===== src/rtl/dense_pkg.sv =====
`default_nettype none
// +----------------------------------------------------------------------+
// | dense_pkg : constants and types shared by denseLayer and dense_argmax |
// | Revision  : 1.0  initial release                                     |
// +----------------------------------------------------------------------+
package dense_pkg;

  localparam int DATA_W  = 16;
  localparam int N_CLASS = 11;
  localparam int IDX_W   = 4;

  typedef logic signed [DATA_W-1:0] logit_t;

  localparam logic [1:0] ST_IDLE = 2'd0;
  localparam logic [1:0] ST_ACC  = 2'd1;
  localparam logic [1:0] ST_DONE = 2'd2;

endpackage
`default_nettype wire


===== src/rtl/dense_argmax.sv =====
`default_nettype none
// +----------------------------------------------------------------------+
// | dense_argmax : per-frame argmax of denseLayer logits, optional top-2 |
// |                margin output enabled by DENSE_ARGMAX_TOP2_EN.        |
// | Revision     : 1.0  initial release                                  |
// +----------------------------------------------------------------------+
module dense_argmax #(
  parameter int N_CLASS = dense_pkg::N_CLASS,
  parameter int DATA_W  = dense_pkg::DATA_W,
  parameter int IDX_W   = dense_pkg::IDX_W
) (
  input  logic              clk,
  input  logic              rst_n,
  input  logic [DATA_W-1:0] din,
  input  logic              din_vld,
  output logic [IDX_W-1:0]  class_id,
  output logic [DATA_W-1:0] class_score,
  output logic              class_vld,
  output logic [15:0]       frame_cnt
`ifdef DENSE_ARGMAX_TOP2_EN
  ,
  output logic [DATA_W:0]   margin
`endif
);
  import dense_pkg::*;

  localparam logic [IDX_W-1:0] c_last_beat = IDX_W'(N_CLASS - 1);

  logic [1:0]               state_q, state_d;
  logic [IDX_W-1:0]         beat_q, beat_d;
  logic signed [DATA_W-1:0] best_val_q, best_val_d;
  logic [IDX_W-1:0]         best_idx_q, best_idx_d;
  logic [IDX_W-1:0]         class_id_q, class_id_d;
  logic [DATA_W-1:0]        class_score_q, class_score_d;
  logic [15:0]              frame_cnt_q, frame_cnt_d;

  logic signed [DATA_W-1:0] w_din;
  logic                     w_first, w_gt_best, w_frame_done;

  assign w_din        = $signed(din);
  assign w_first      = (beat_q == '0);
  assign w_gt_best    = (w_din > best_val_q);
  assign w_frame_done = din_vld && (beat_q == c_last_beat);

  // The final beat's comparison feeds the output registers directly through *_d.
  always_comb begin
    beat_d        = beat_q;
    best_val_d    = best_val_q;
    best_idx_d    = best_idx_q;
    class_id_d    = class_id_q;
    class_score_d = class_score_q;
    frame_cnt_d   = frame_cnt_q;
    if (din_vld) begin
      if (w_first || w_gt_best) begin
        best_val_d = w_din;
        best_idx_d = beat_q;
      end
      beat_d = w_frame_done ? '0 : beat_q + 1'b1;
    end
    if (w_frame_done) begin
      class_id_d    = best_idx_d;
      class_score_d = best_val_d;
      frame_cnt_d   = frame_cnt_q + 16'd1;
    end
  end

  always_comb begin
    state_d = state_q;
    case (state_q)
      ST_IDLE: if (din_vld) state_d = ST_ACC;
      ST_ACC:  if (w_frame_done) state_d = ST_DONE;
      ST_DONE: state_d = din_vld ? ST_ACC : ST_IDLE;
      default: state_d = ST_IDLE;
    endcase
  end

  always_ff @(posedge clk or negedge rst_n) begin
    if (!rst_n) begin
      state_q       <= ST_IDLE;
      beat_q        <= '0;
      best_val_q    <= '0;
      best_idx_q    <= '0;
      class_id_q    <= '0;
      class_score_q <= '0;
      frame_cnt_q   <= '0;
    end else begin
      state_q       <= state_d;
      beat_q        <= beat_d;
      best_val_q    <= best_val_d;
      best_idx_q    <= best_idx_d;
      class_id_q    <= class_id_d;
      class_score_q <= class_score_d;
      frame_cnt_q   <= frame_cnt_d;
    end
  end

  assign class_id    = class_id_q;
  assign class_score = class_score_q;
  assign class_vld   = (state_q == ST_DONE);
  assign frame_cnt   = frame_cnt_q;

`ifdef DENSE_ARGMAX_TOP2_EN
  localparam logic signed [DATA_W-1:0] c_logit_min = {1'b1, {(DATA_W-1){1'b0}}};

  logic signed [DATA_W-1:0] second_val_q, second_val_d;
  logic [DATA_W:0]          margin_q, margin_d;
  logic [DATA_W:0]          w_diff;

  // Ties with the max are not a new max, so they land in second (margin 0).
  always_comb begin
    second_val_d = second_val_q;
    if (din_vld) begin
      if (w_first)
        second_val_d = c_logit_min;
      else if (w_gt_best)
        second_val_d = best_val_q;
      else if (w_din > second_val_q)
        second_val_d = w_din;
    end
  end

  assign w_diff = {best_val_d[DATA_W-1], best_val_d} - {second_val_d[DATA_W-1], second_val_d};

  always_comb begin
    margin_d = margin_q;
    if (w_frame_done)
      margin_d = w_diff[DATA_W] ? '0 : w_diff;
  end

  always_ff @(posedge clk or negedge rst_n) begin
    if (!rst_n) begin
      second_val_q <= '0;
      margin_q     <= '0;
    end else begin
      second_val_q <= second_val_d;
      margin_q     <= margin_d;
    end
  end

  assign margin = margin_q;
`endif

endmodule
`default_nettype wire


===== config.mk =====
export PLATFORM = sky130hd
export DESIGN_NAME = dense_argmax
export DESIGN_NICKNAME = d
export VERILOG_FILES = /design/src/rtl/dense_pkg.sv /design/src/rtl/dense_argmax.sv
export SDC_FILE = /design/constraint.sdc
export NUM_CORES = 1
export LEC_CHECK = 0
export CAP_MARGIN = 20
export CORE_MARGIN = 2
export CORE_UTILIZATION = 40
export CTS_BUF_LIST = sky130_fd_sc_hd__clkbuf_8 sky130_fd_sc_hd__clkbuf_16
export CTS_CLUSTER_DIAMETER = 200
export DETAILED_ROUTE_END_ITERATION = 12
export PLACE_DENSITY_LB_ADDON = 0.05
export SLEW_MARGIN = 0
export SYNTH_ARGS = -nofsm -noshare
export SYNTH_HDL_FRONTEND = slang
export SYNTH_SLANG_ARGS = --single-unit
export TNS_END_PERCENT = 50

===== constraint.sdc =====
create_clock -name clk -period 3.85 [get_ports clk]
set_input_delay 0.385 -clock clk [delete_from_list [all_inputs] [get_ports clk]]
set_output_delay 0.385 -clock clk [all_outputs]
set_load 0.03 [all_outputs]

==> metrics.log <==
[metrics] result of the run: finished clean
[metrics] syn_nets: between 300 and 400
[metrics] total inserted antenna cells: 0
[metrics] Total Power: between 3000 and 4000 uW
[metrics] setup tns final: 0 ns
[metrics] arrival time of the worst setup path: 2.94 ns
[metrics] final worst-path setup slack: roughly 1.1 ns
[metrics] Max VDD drop: between 0.3 and 0.4 mV
[metrics] type of origin of the critical path: input port
[metrics] initial core utilization: about two fifths
[metrics] via count of the first global-routing pass: around 2300
[metrics] largest area contributor in the netlist: sky130_fd_sc_hd__dfrtp_1
[metrics] post-detail-place hpwl: 4480 um
[metrics] Die Outline Area: between 8000 and 9000 um^2
[metrics] wire length of the first global-routing pass: between 10000 and 15000 um
[metrics] Final Routed Wirelength: 6700 um
[metrics] pre-CTS setup slack: between 0.7 and 0.8 ns
[metrics] synthesis warning total: 0
[metrics] # fillers: just over 700
[metrics] destination of the worst hold path: frame_cnt[15]
[metrics] routability cong.: roughly 0.73
[metrics] relative max-transition margin: between 60% and 70%
[metrics] synthesized instance count: approximately 300
[metrics] overall via count from detail_route: between 2000 and 2500
[metrics] CP top delay family: buffers and inverters
[metrics] DIE WIDTH: about 94 um
[metrics] post-synth cell types: 40
[metrics] pwr dens: around 770 nW/um^2
[metrics] crit-path max FO: 16
[metrics] ordered cell list for the critical path: clkdlybuf4s50_1 > ha_1 > nand4_1 > nor4_2 > a221o_2 > nand2_2 > o21ai_4 > buf_12 > mux2_1
[metrics] via density per instance: a little over 5
[metrics] number of cell rows: 32
[metrics] number of slew-limit violations in the final report: 0
[metrics] crit path capture type: flip-flop
[metrics] number of search-and-repair iterations in the first detailed-routing pass: 4
[metrics] fraction of layout instances using a drive strength above 1: around 13%
[metrics] Std-Cell Core Area: 7810 um^2
[metrics] Synth Area in Compound Gates: between 15 and 20%
[metrics] max-cap violation count: 0
[metrics] level count of the clock H-tree: 3
[metrics] GRT Residual Overflow: 0
[metrics] non-filler cells in the finished layout: 469
[metrics] post-synthesis area per instance: around 11 um^2
[metrics] fraction of the yosys area taken by sequential cells: approximately 48%
[metrics] leading cell types in the layout, fill and taps excluded: sky130_fd_sc_hd__dfrtp_1 (62), sky130_fd_sc_hd__clkdlybuf4s50_1 (54), sky130_fd_sc_hd__nor2_1 (28), sky130_fd_sc_hd__inv_1 (21), sky130_fd_sc_hd__a21oi_1 (21)
[metrics] class of the tightest hold or removal check: reg2reg
[metrics] # Post-CTS Setup Buffers: 0
[metrics] clock latency on the worst-skew pair: roughly 0.33 ns
[metrics] final number of setup-violating endpoints: 0
[metrics] area of placed instances: between 3000 and 4000 um^2
[metrics] fraction of registers with async set/reset: 100%
[metrics] RSZ-0062 raised after global routing: no
[metrics] Worst-Margin Slew: about 0.56 ns
[metrics] Routed WL per cell: ~14 um
[metrics] fraction of post-synthesis cell area in the top cell type by area: a little under half
[metrics] 1st-iter DRT viols: 45
[metrics] number of DRC violations after detailed routing: 0
[metrics] clock tree from TritonCTS: yes
[metrics] clock buffer count from CTS: 9
[metrics] reg2reg path depth: 9
[metrics] count of endpoints failing hold in the final timing report: 0
[metrics] Final Net Count: around 400
[metrics] period utilisation layout: between 70% and 80%
[metrics] Worst Hold Depth: 1
[metrics] CTS root buf: sky130_fd_sc_hd__clkbuf_8
[metrics] Syn-to-layout area delta: 26.6%
[metrics] Simple-Gate Fraction of Synth Area: a little over a tenth
[metrics] Post-Place Cells: 451
[metrics] worst reg2reg endpoint: best_idx_q[3]
[metrics] main combinational cell family by area after synthesis: compound AO/OA/AOI/OAI gates
[metrics] CTS sink cnt: 62
[metrics] Vert. Die Dim: between 90 and 100 um
[metrics] most area-consuming cells after synthesis: sky130_fd_sc_hd__dfrtp_1 (48%), sky130_fd_sc_hd__mux2_4 (8.3%), sky130_fd_sc_hd__ha_1 (7.7%)
[metrics] crit path kind: in2reg
[metrics] global routing usage summed across all routing layers: between 10% and 20%
[metrics] Post-synth EDFFs: 0
[metrics] clock-pin slew of the registers on the worst-case setup and hold paths: approximately 0.07 ns
[metrics] highest attainable clock frequency: 367 MHz
[metrics] setup slack, reg-to-reg: around 1.3 ns
[metrics] Reg-to-Reg Start: best_val_q[15]
[metrics] clock period minus final worst setup slack: around 2.7 ns
[metrics] synthesized-area fraction occupied by xor and xnor cells: roughly 4.3%
[metrics] final worst clock skew: 0.00619 ns
[metrics] most common cell after layout, fill and taps aside: sky130_fd_sc_hd__dfrtp_1
[metrics] number of cells upsized or downsized after cts: 0
[metrics] pin count of the biggest net entering global routing: between 40 and 50
[metrics] area share of fa/ha/maj cells after synthesis: 7.69%
[metrics] maximum count of clock buffers along a single path: 2
[metrics] final instance area: between 4000 and 5000 um^2
[metrics] standby leakage power: 0.00188 uW
[metrics] commonest register cell after synthesis: sky130_fd_sc_hd__dfrtp_1
[metrics] CP required: 4.07 ns
[metrics] slowest cell on the critical path: sky130_fd_sc_hd__clkdlybuf4s50_1
[metrics] initial antenna violation count: 0
[metrics] number of nets with antenna violations after routing: 0
[metrics] worst hold path startpoint: frame_cnt[15]
[metrics] Buffers on Ports: 55
[metrics] CP max stage delay: approximately 0.46 ns
[metrics] number of synthesized register bits: between 60 and 70
[metrics] Bufs and invs on worst path: 2
[metrics] mux share of post-synthesis cell area: about 9%
[metrics] number of I/O pins: 56
[metrics] post-synthesis instance area: 3260 um^2
[synthesized netlist by cell type (2+ instances only)]
cell	number
sky130_fd_sc_hd__a21o_1	4
sky130_fd_sc_hd__a21oi_1	21
sky130_fd_sc_hd__a41oi_1	4
sky130_fd_sc_hd__and2_1	2
sky130_fd_sc_hd__and3_1	3
sky130_fd_sc_hd__buf_2	5
sky130_fd_sc_hd__buf_6	2
sky130_fd_sc_hd__clkbuf_1	8
sky130_fd_sc_hd__dfrtp_1	62
sky130_fd_sc_hd__ha_1	20
sky130_fd_sc_hd__inv_1	20
sky130_fd_sc_hd__mux2_1	2
sky130_fd_sc_hd__mux2_4	18
sky130_fd_sc_hd__nand2_1	16
sky130_fd_sc_hd__nand2b_1	2
sky130_fd_sc_hd__nand3_1	10
sky130_fd_sc_hd__nand4_1	4
sky130_fd_sc_hd__nor2_1	28
sky130_fd_sc_hd__nor2b_1	2
sky130_fd_sc_hd__nor3_1	2
sky130_fd_sc_hd__o21ai_0	19
sky130_fd_sc_hd__o21ai_1	4
sky130_fd_sc_hd__o31a_1	15
sky130_fd_sc_hd__xnor2_1	11
sky130_fd_sc_hd__xor2_1	5
[stage by stage]
stage / utilization, % / hold WS, ns
floorplan: - / 0.0894
finish: 52.8 / 0.473
detailed placement: 50.0 / 0.463
CTS: 52.4 / 0.269
global route: 52.8 / 0.505
global placement: 50.0 / 0.463
[cells by family (layout without fill, tap and decap cells)]
| family | after synthesis | in the layout |
|---|---|---|
| DFF | 62 | 62 |
| muxes | 20 | 20 |
| adders and majority gates | 20 | 20 |
| xor gates and xnor gates | 16 | 16 |
| and+or+nand+nor | 74 | 74 |
| AOI/OAI and AO/OA | 77 | 77 |
| buffers and inverters | 35 | 98 |
[what timing repair did]
item | CTS | global route
endpoints found under the setup margin | 0 | 0
hold buffers | 0 | 1
endpoints found under the hold margin | 0 | 16
[layer usage]
layer / global-route usage, % / up-vias / wire [um]
li1: - / 1188 / -
met1: 22.7 / 1139 / 3310
met2: 25.5 / 41 / 3060
met3: 4.25 / 8 / 227
met4: 5.43 / 0 / 95
met5: 0 / - / 0
[worst max path at each step]
stage / startpoint / to / slack, ns / cells after the start
floorplan: din[15] / best_val_q[0] / 1.57 / 8
finish: din[15] / best_idx_q[3] / 1.13 / 9
global route: din[15] / best_idx_q[3] / 1.01 / 9
detailed placement: din[15] / best_idx_q[3] / 0.74 / 9
global placement: din[15] / best_idx_q[3] / 0.79 / 9
CTS: din[15] / best_idx_q[3] / 1.10 / 9
[area by class of cell]
cell class	count	area [um^2]	area share, %
Sequential cell	62	1550	37.6
Multi-Input combinational cell	207	1550	37.6
Timing Repair Buffer	62	626	15.2
Tap cell	102	128	3.10
Clock buffer	9	124	3.01
Inverter	20	75.1	1.82
Clock inverter	7	66.3	1.61
[power by group]
part | internal [uW] | switching [uW]
Combinational | 697 | 857
Clock | 295 | 262
Sequential | 904 | 165
Total | 1900 | 1280
[flip-flops by register name, indices dropped and copies added, names as in the netlist]
name / flops
class_id: 4
beat_q: 4
best_val_q: 16
frame_cnt: 16
best_idx_q: 4
class_score: 16
state_q: 2
[worst register-to-register path, cell delays in order (launching register included)]
cell and delay (ns):
sky130_fd_sc_hd__dfrtp_1 0.35, sky130_fd_sc_hd__inv_1 0.06, sky130_fd_sc_hd__ha_1 0.33, sky130_fd_sc_hd__nand4_1 0.15
sky130_fd_sc_hd__nor4_2 0.36, sky130_fd_sc_hd__a221o_2 0.27, sky130_fd_sc_hd__nand2_2 0.08, sky130_fd_sc_hd__o21ai_4 0.32
sky130_fd_sc_hd__buf_12 0.23, sky130_fd_sc_hd__mux2_1 0.33
No activity file was read; power rests on OpenSTA's default activity.
==> RTL edit 1 (same settings) <==
Build with the macro `DENSE_ARGMAX_TOP2_EN` defined.
--- a/src/rtl/dense_argmax.sv
+++ b/src/rtl/dense_argmax.sv
@@ -6,2 +6,4 @@
 // +----------------------------------------------------------------------+
+`define DENSE_ARGMAX_TOP2_EN
+
 module dense_argmax #(
Function (old outputs only; new: margin): kept (equiv_simple and equiv_induct, registers matched by name and starting in step).
==> RTL edit 1 against the unedited design <==
The run now ends with setup timing left; synthesized cell count up 88%; combinational power rose to 4.5 times the old value; hold slack better by 1.5 ps; sequential cell count up 32; global-route usage is 6.2 points higher; cell area up 100%; synthesized area up 75%; wire length increased to 2.5 times the old value; register-to-register slack worse by 2000 ps; clock skew increased by 3.0 ps; worst setup slack got worse by 1800 ps; total power increased to 3.0 times the old value.
==> RTL edit 1: results (changes against the unedited design) <==
Synthesis
  • Synth cell types: 57 (+43%)
  • Post-synth net total: 642 (+87%)
  • Most frequent cells after synthesis: dfrtp_1, ha_1, nand2_1
  • Synth warn: 0 (unchanged)
  • Sequential share of the synthesized area: 41.3% (-6.3 points)
  • Top cells by area, synth: dfrtp_1, ha_1, nand2_1, xnor2_1, inv_1

CTS
  • Worst-Skew Late Latency: 360 ps (+30 ps)
  • H-tree levels: 3 (unchanged)
  • Max Root-Sink Buffers: 2 (unchanged)
  • CTS Buf Count: 9 (unchanged)
  • Clock root cell: clkbuf_16
  • Clock transition at path regs: 70 ps (about the same)

Critical path
  • Arrival time at the worst endpoint: 4860 ps (+1920 ps)
  • Crit path max-delay cell type: or4_4
  • Top delay family on crit path: simple AND/OR/NAND/NOR gates
  • Worst path max stage delay: 520 ps (+60 ps)
  • Crit-path max FO: 5 (-11)

STA
  • Final setup fails: 16 (+16)
  • Clk_skew: 9.22 ps (+3.03 ps)
  • Final setup margin: -721 ps (-1850 ps)
  • Slew HR: 64.6% (+1.8 points)
  • TNS Setup: -10880 ps (-10880 ps)

Pwr
  • Leakage power: 3.88 nW (+110%)
  • Sw power: 4.11 mW (+220%)
  • VDD IR max: 0.000851 V (+110%)

Final layout
  • Final nets: 852 (+110%)
  • Share of cells above drive strength 1: 32.5% (+20 points)
  • ANT cells: 0 (unchanged)

GRT
  • Met3 usage: 4.89% (+0.64 points)
  • Vias in the first global route: 5138 (+120%)
  • Initial antenna violation count: 0 (unchanged)
  • Global Route met2 Usage: 37.5% (+12 points)
  • First-pass GRT wire length: 26.5 mm (+130%)
  • Pin count of the biggest net entering global routing: 45 (-4.3%)
  • Met1 Use GR: 30.7% (+8.0 points)
  • GRT Util Overall: 22.7% (+6.2 points)

Run status
  • Outcome: complete, but fails checks
  • Failing checks: setup timing

Drt
  • Vias per cell: 5.39 (+6.3%)
  • Routed WL: 16.9 mm (+150%)
  • Number of DRC markers in iteration 0: 286 (+540%)

Place
  • DP Wirelength: 12.3 mm (+180%)
  • IO Port Bufs: 71 (+29%)
  • GP Congestion: 0.874 (+20%)

Hold path
  • Hold Path Class: flip-flop to flip-flop
[RTL edit 1: kinds of logic after synthesis]
kind of cell / count (synthesis) / share of synthesized area, %
flops: 94 / 41.3
other cells: 1 / 0.0659
xor+xnor: 27 / 4.15
simple gates: 158 / 14.3
fa+ha+maj: 53 / 11.8
buf+inv: 68 / 5.01
compound gates: 149 / 19.4
mux: 20 / 3.91
[RTL edit 1: cell type report]
type / count / area [um2]
fillers: 1199 / 5440
multi-input cells: 408 / 3500
flip-flops and latches: 94 / 2350
repair buffers: 223 / 1890
clock buffers: 9 / 225
well taps: 180 / 225
inverters: 44 / 165
clock inverters: 7 / 76.3
[RTL edit 1: metal layers]
metal  vias to the layer above  part of all wire [%]  wire length (um)
met4                         0                   1.4               241
li1                       2523                     -                 -
met5                         -                     0                 0
met1                      2539                    46              7830
met3                        18                   4.0               680
met2                       119                    48              8190
[RTL edit 1: worst register-to-register path, stage by stage, from the launching register on]
cell	delay, ps
dfrtp_1	380
inv_1	80
ha_1	260
nand4_1	150
buf_4	140
a21oi_1	60
or4_4	520
mux2_4	330
nor3b_4	160
buf_6	130
and2_4	160
a221o_1	320
fa_2	360
nand2b_4	170
a21oi_4	190
o2111a_1	260
o21ai_2	80
a21boi_2	190
nor2_2	80
nor2_4	160
buf_6	150
a32o_1	160
[RTL edit 1: power by group through the flow]
stage,Clock [mW],Sequential (mW),Combinational (mW)
after floorplan,0,2.02,3.04
after global placement,0,1.64,6.00
after detailed placement,0,1.66,6.05
after CTS,0.948,1.65,6.28
after global routing,0.986,1.70,7.58
final,0.914,1.65,7.02
[RTL edit 1: path summary, 6_finish.rpt]
path / startpoint / end / slack [ps] / depth (start not counted)
max in group asynchronous: rst_n / class_score[6] / 2500 / 3
worst min register to register: class_id[0] / class_id[0] / 470 / 2
min in group asynchronous: rst_n / best_idx_q[0] / 490 / 2
worst max-delay path: din[13] / margin[2] / -720 / 21
worst min-delay path: class_id[0] / class_id[0] / 470 / 2
worst max register to register: second_val_q[13] / margin[2] / -720 / 21
[RTL edit 1: repair_timing]
action	in CTS	in global routing
gates resized for setup	31	56
endpoints found under the setup margin	16	16
hold buffers	1	0
cloned	1	0
pin swaps	22	29
endpoints found under the hold margin	28	0
setup buffers	6	4
[RTL edit 1: through the flow]
stage	cell area, um2	util [%]	hold WS, ps	setup slack [ps]	cells
3_5_place_dp	7700	55.5	333	-1330	938
4_1_cts	8140	58.6	482	-778	962
2_1_floorplan	5820	-	89.4	-370	570
6_report	8440	60.8	475	-721	965
3_3_place_gp	7700	55.5	331	-1260	938
5_1_grt	8440	60.8	502	-865	965
==> RTL edit 2 (same flow settings) <==
Made on the original files. Register the output `class_id` once more, without a reset; this adds one clock of latency there. The other outputs are not delayed to match.
--- a/src/rtl/dense_argmax.sv
+++ b/src/rtl/dense_argmax.sv
@@ -96,3 +96,5 @@
 
-  assign class_id    = class_id_q;
+  always_ff @(posedge clk) begin
+    class_id <= class_id_q;
+  end
   assign class_score = class_score_q;
Function: no difference found for any inputs over 10 cycles, from zero or initial values and one cycle with rst_n low; that may be too few to reach the edited logic, so the function may still have changed.
==> RTL edit 2 against the unedited design <==
Non-clock buffer count decreased by 1; via count increased by 1.8%; total power increased by 0.66%; wire length increased by 4.5%; clock power decreased by 7.5%; synthesized area increased by 2.5%; combinational power about the same; sequential cell count increased by 4; cell area increased by 0.76%; worst setup slack got worse by 120 ps; first-iteration DRC count increased by 130%; largest power group unchanged; highest routed layer unchanged.
==> RTL edit 2: results (changes against the unedited design) <==
Drt
  • First-pass DRT Iterations: 4 (unchanged)
  • Post-DR wirelength/cell: 14.8 um (+3.4%)
  • Number of DRC markers in iteration 0: 103 (+130%)
  • Vias per cell: 5.10 (+0.74%)

Pwr
  • VDD IR max: 0.000391 V (-1.1%)
  • Sw power: 1.30 mW (+1.4%)
  • Leakage power: 1.88 nW (-0.14%)

Synthesis
  • Sequential share of the synthesized area: 48.9% (+1.2 points)
  • Multiplexer share of the synthesized area: 8.77% (-0.22 points)
  • Asr flop ratio synth: 93.9% (-6.1 points)
  • Synth top area share: 46.5% (-1.2 points)
  • Top cells by area, synth: dfrtp_1, mux2_4, ha_1, o31a_1, a21oi_1
  • Synth Area in XOR/XNOR: 4.20% (-0.10 points)
  • Post-synthesis compound-gate area fraction: 15.4% (-0.39 points)
  • Post-synth net total: 346 (+0.87%)
  • Post-Synth Adder-Cell Area: 7.50% (-0.19 points)

Place
  • DP Wirelength: 4.83 mm (+8.0%)
  • GP Congestion: 0.724 (-0.90%)
  • Placed inst area: 3980 um2 (+2.1%)

Hold path
  • Hold Path Class: input port to async pin

GRT
  • Initial antenna violation count: 0 (unchanged)
  • First-pass GRT wire length: 11.9 mm (+4.7%)
  • Pin count of the biggest net entering global routing: 42 (-11%)
  • GRT Util Overall: 17.1% (+0.50 points)

CTS
  • Post-CTS setup buffer count: 0 (unchanged)
  • Resized cells post-CTS: 0 (unchanged)
  • CTS Hold Bufs: 0 (unchanged)
  • H-tree levels: 3 (unchanged)

Final layout
  • Share of cells above drive strength 1: 12.5% (-0.068 points)
  • Final nets: 403 (+0.50%)
  • Fill count: 765 (+8.7%)

Critical path
  • Top delay family on crit path: buffers and inverters
  • Crit-path max FO: 9 (-7)
  • Arrival time at the worst endpoint: 3070 ps (+130 ps)

Run status
  • Outcome: finished, final reports clean

STA
  • Clk_skew: 10.8 ps (+4.59 ps)
  • Worst-Margin Slew: 814 ps (+259 ps)
[RTL edit 2: changes by cell type after synthesis, sizes merged, moves of 2 or more]
| cell | before | now |
|---|---|---|
| nand3 | 10 | 8 |
| nand4 | 4 | 6 |
| nor3 | 2 | 0 |
| dfxtp | 0 | 4 |
[RTL edit 2: per-stage QoR]
| stage | utilization [%] | setup slack, ps | instances |
|---|---|---|---|
| detailed placement | 48.9 | 659 | 458 |
| floorplan | - | 1570 | 307 |
| global route | 51.1 | 859 | 474 |
| global placement | 48.9 | 716 | 458 |
| finish | 51.1 | 1010 | 474 |
| CTS | 51.1 | 1020 | 474 |
[RTL edit 2: layout make-up]
type / count / share of cell area [%]
flip-flops and latches: 66 / 39.3
clock inverters: 6 / 0.813
repair buffers: 61 / 14.2
multi-input cells: 206 / 37.4
inverters: 20 / 1.81
well taps: 105 / 3.16
clock buffers: 10 / 3.31
[RTL edit 2: routing by layer]
layer,global-route usage (%),part of all wire (%),up-vias
li1,-,-,1198
met1,23.2,48,1165
met2,26.5,46,51
met3,5.06,4.3,5
met4,4.71,0.87,0
met5,0,0,-
[RTL edit 2: power groups by stage]
stage / registers, mW / logic [mW] / clock network, mW
detailed placement: 1.15 / 1.56 / 0
floorplan: 1.35 / 0.866 / 0
finish: 1.14 / 1.55 / 0.516
global route: 1.17 / 1.71 / 0.570
global placement: 1.14 / 1.55 / 0
CTS: 1.14 / 1.57 / 0.534
[RTL edit 2: cell families (layout without fill, tap and decap cells)]
kind of cell    count (synthesis)  after routing
compound gates                 77             77
fa+ha+maj                      20             20
mux                            20             20
flops                          66             66
xor+xnor                       16             16
buf+inv                        35             97
simple gates                   73             73
[RTL edit 2: final timing paths]
| path | start | cells after the start | end | slack (ps) |
|---|---|---|---|---|
| worst max-delay path | din[15] | 9 | best_idx_q[3] | 1010 |
| worst min-delay path | rst_n | 1 | frame_cnt[0] | 130 |
| worst max register to register | best_val_q[15] | 9 | best_idx_q[3] | 1130 |
| worst min register to register | class_id_q[0] | 0 | class_id[0] | 370 |
| max in group asynchronous | rst_n | 2 | best_val_q[8] | 2840 |
| min in group clk | class_id_q[0] | 0 | class_id[0] | 370 |
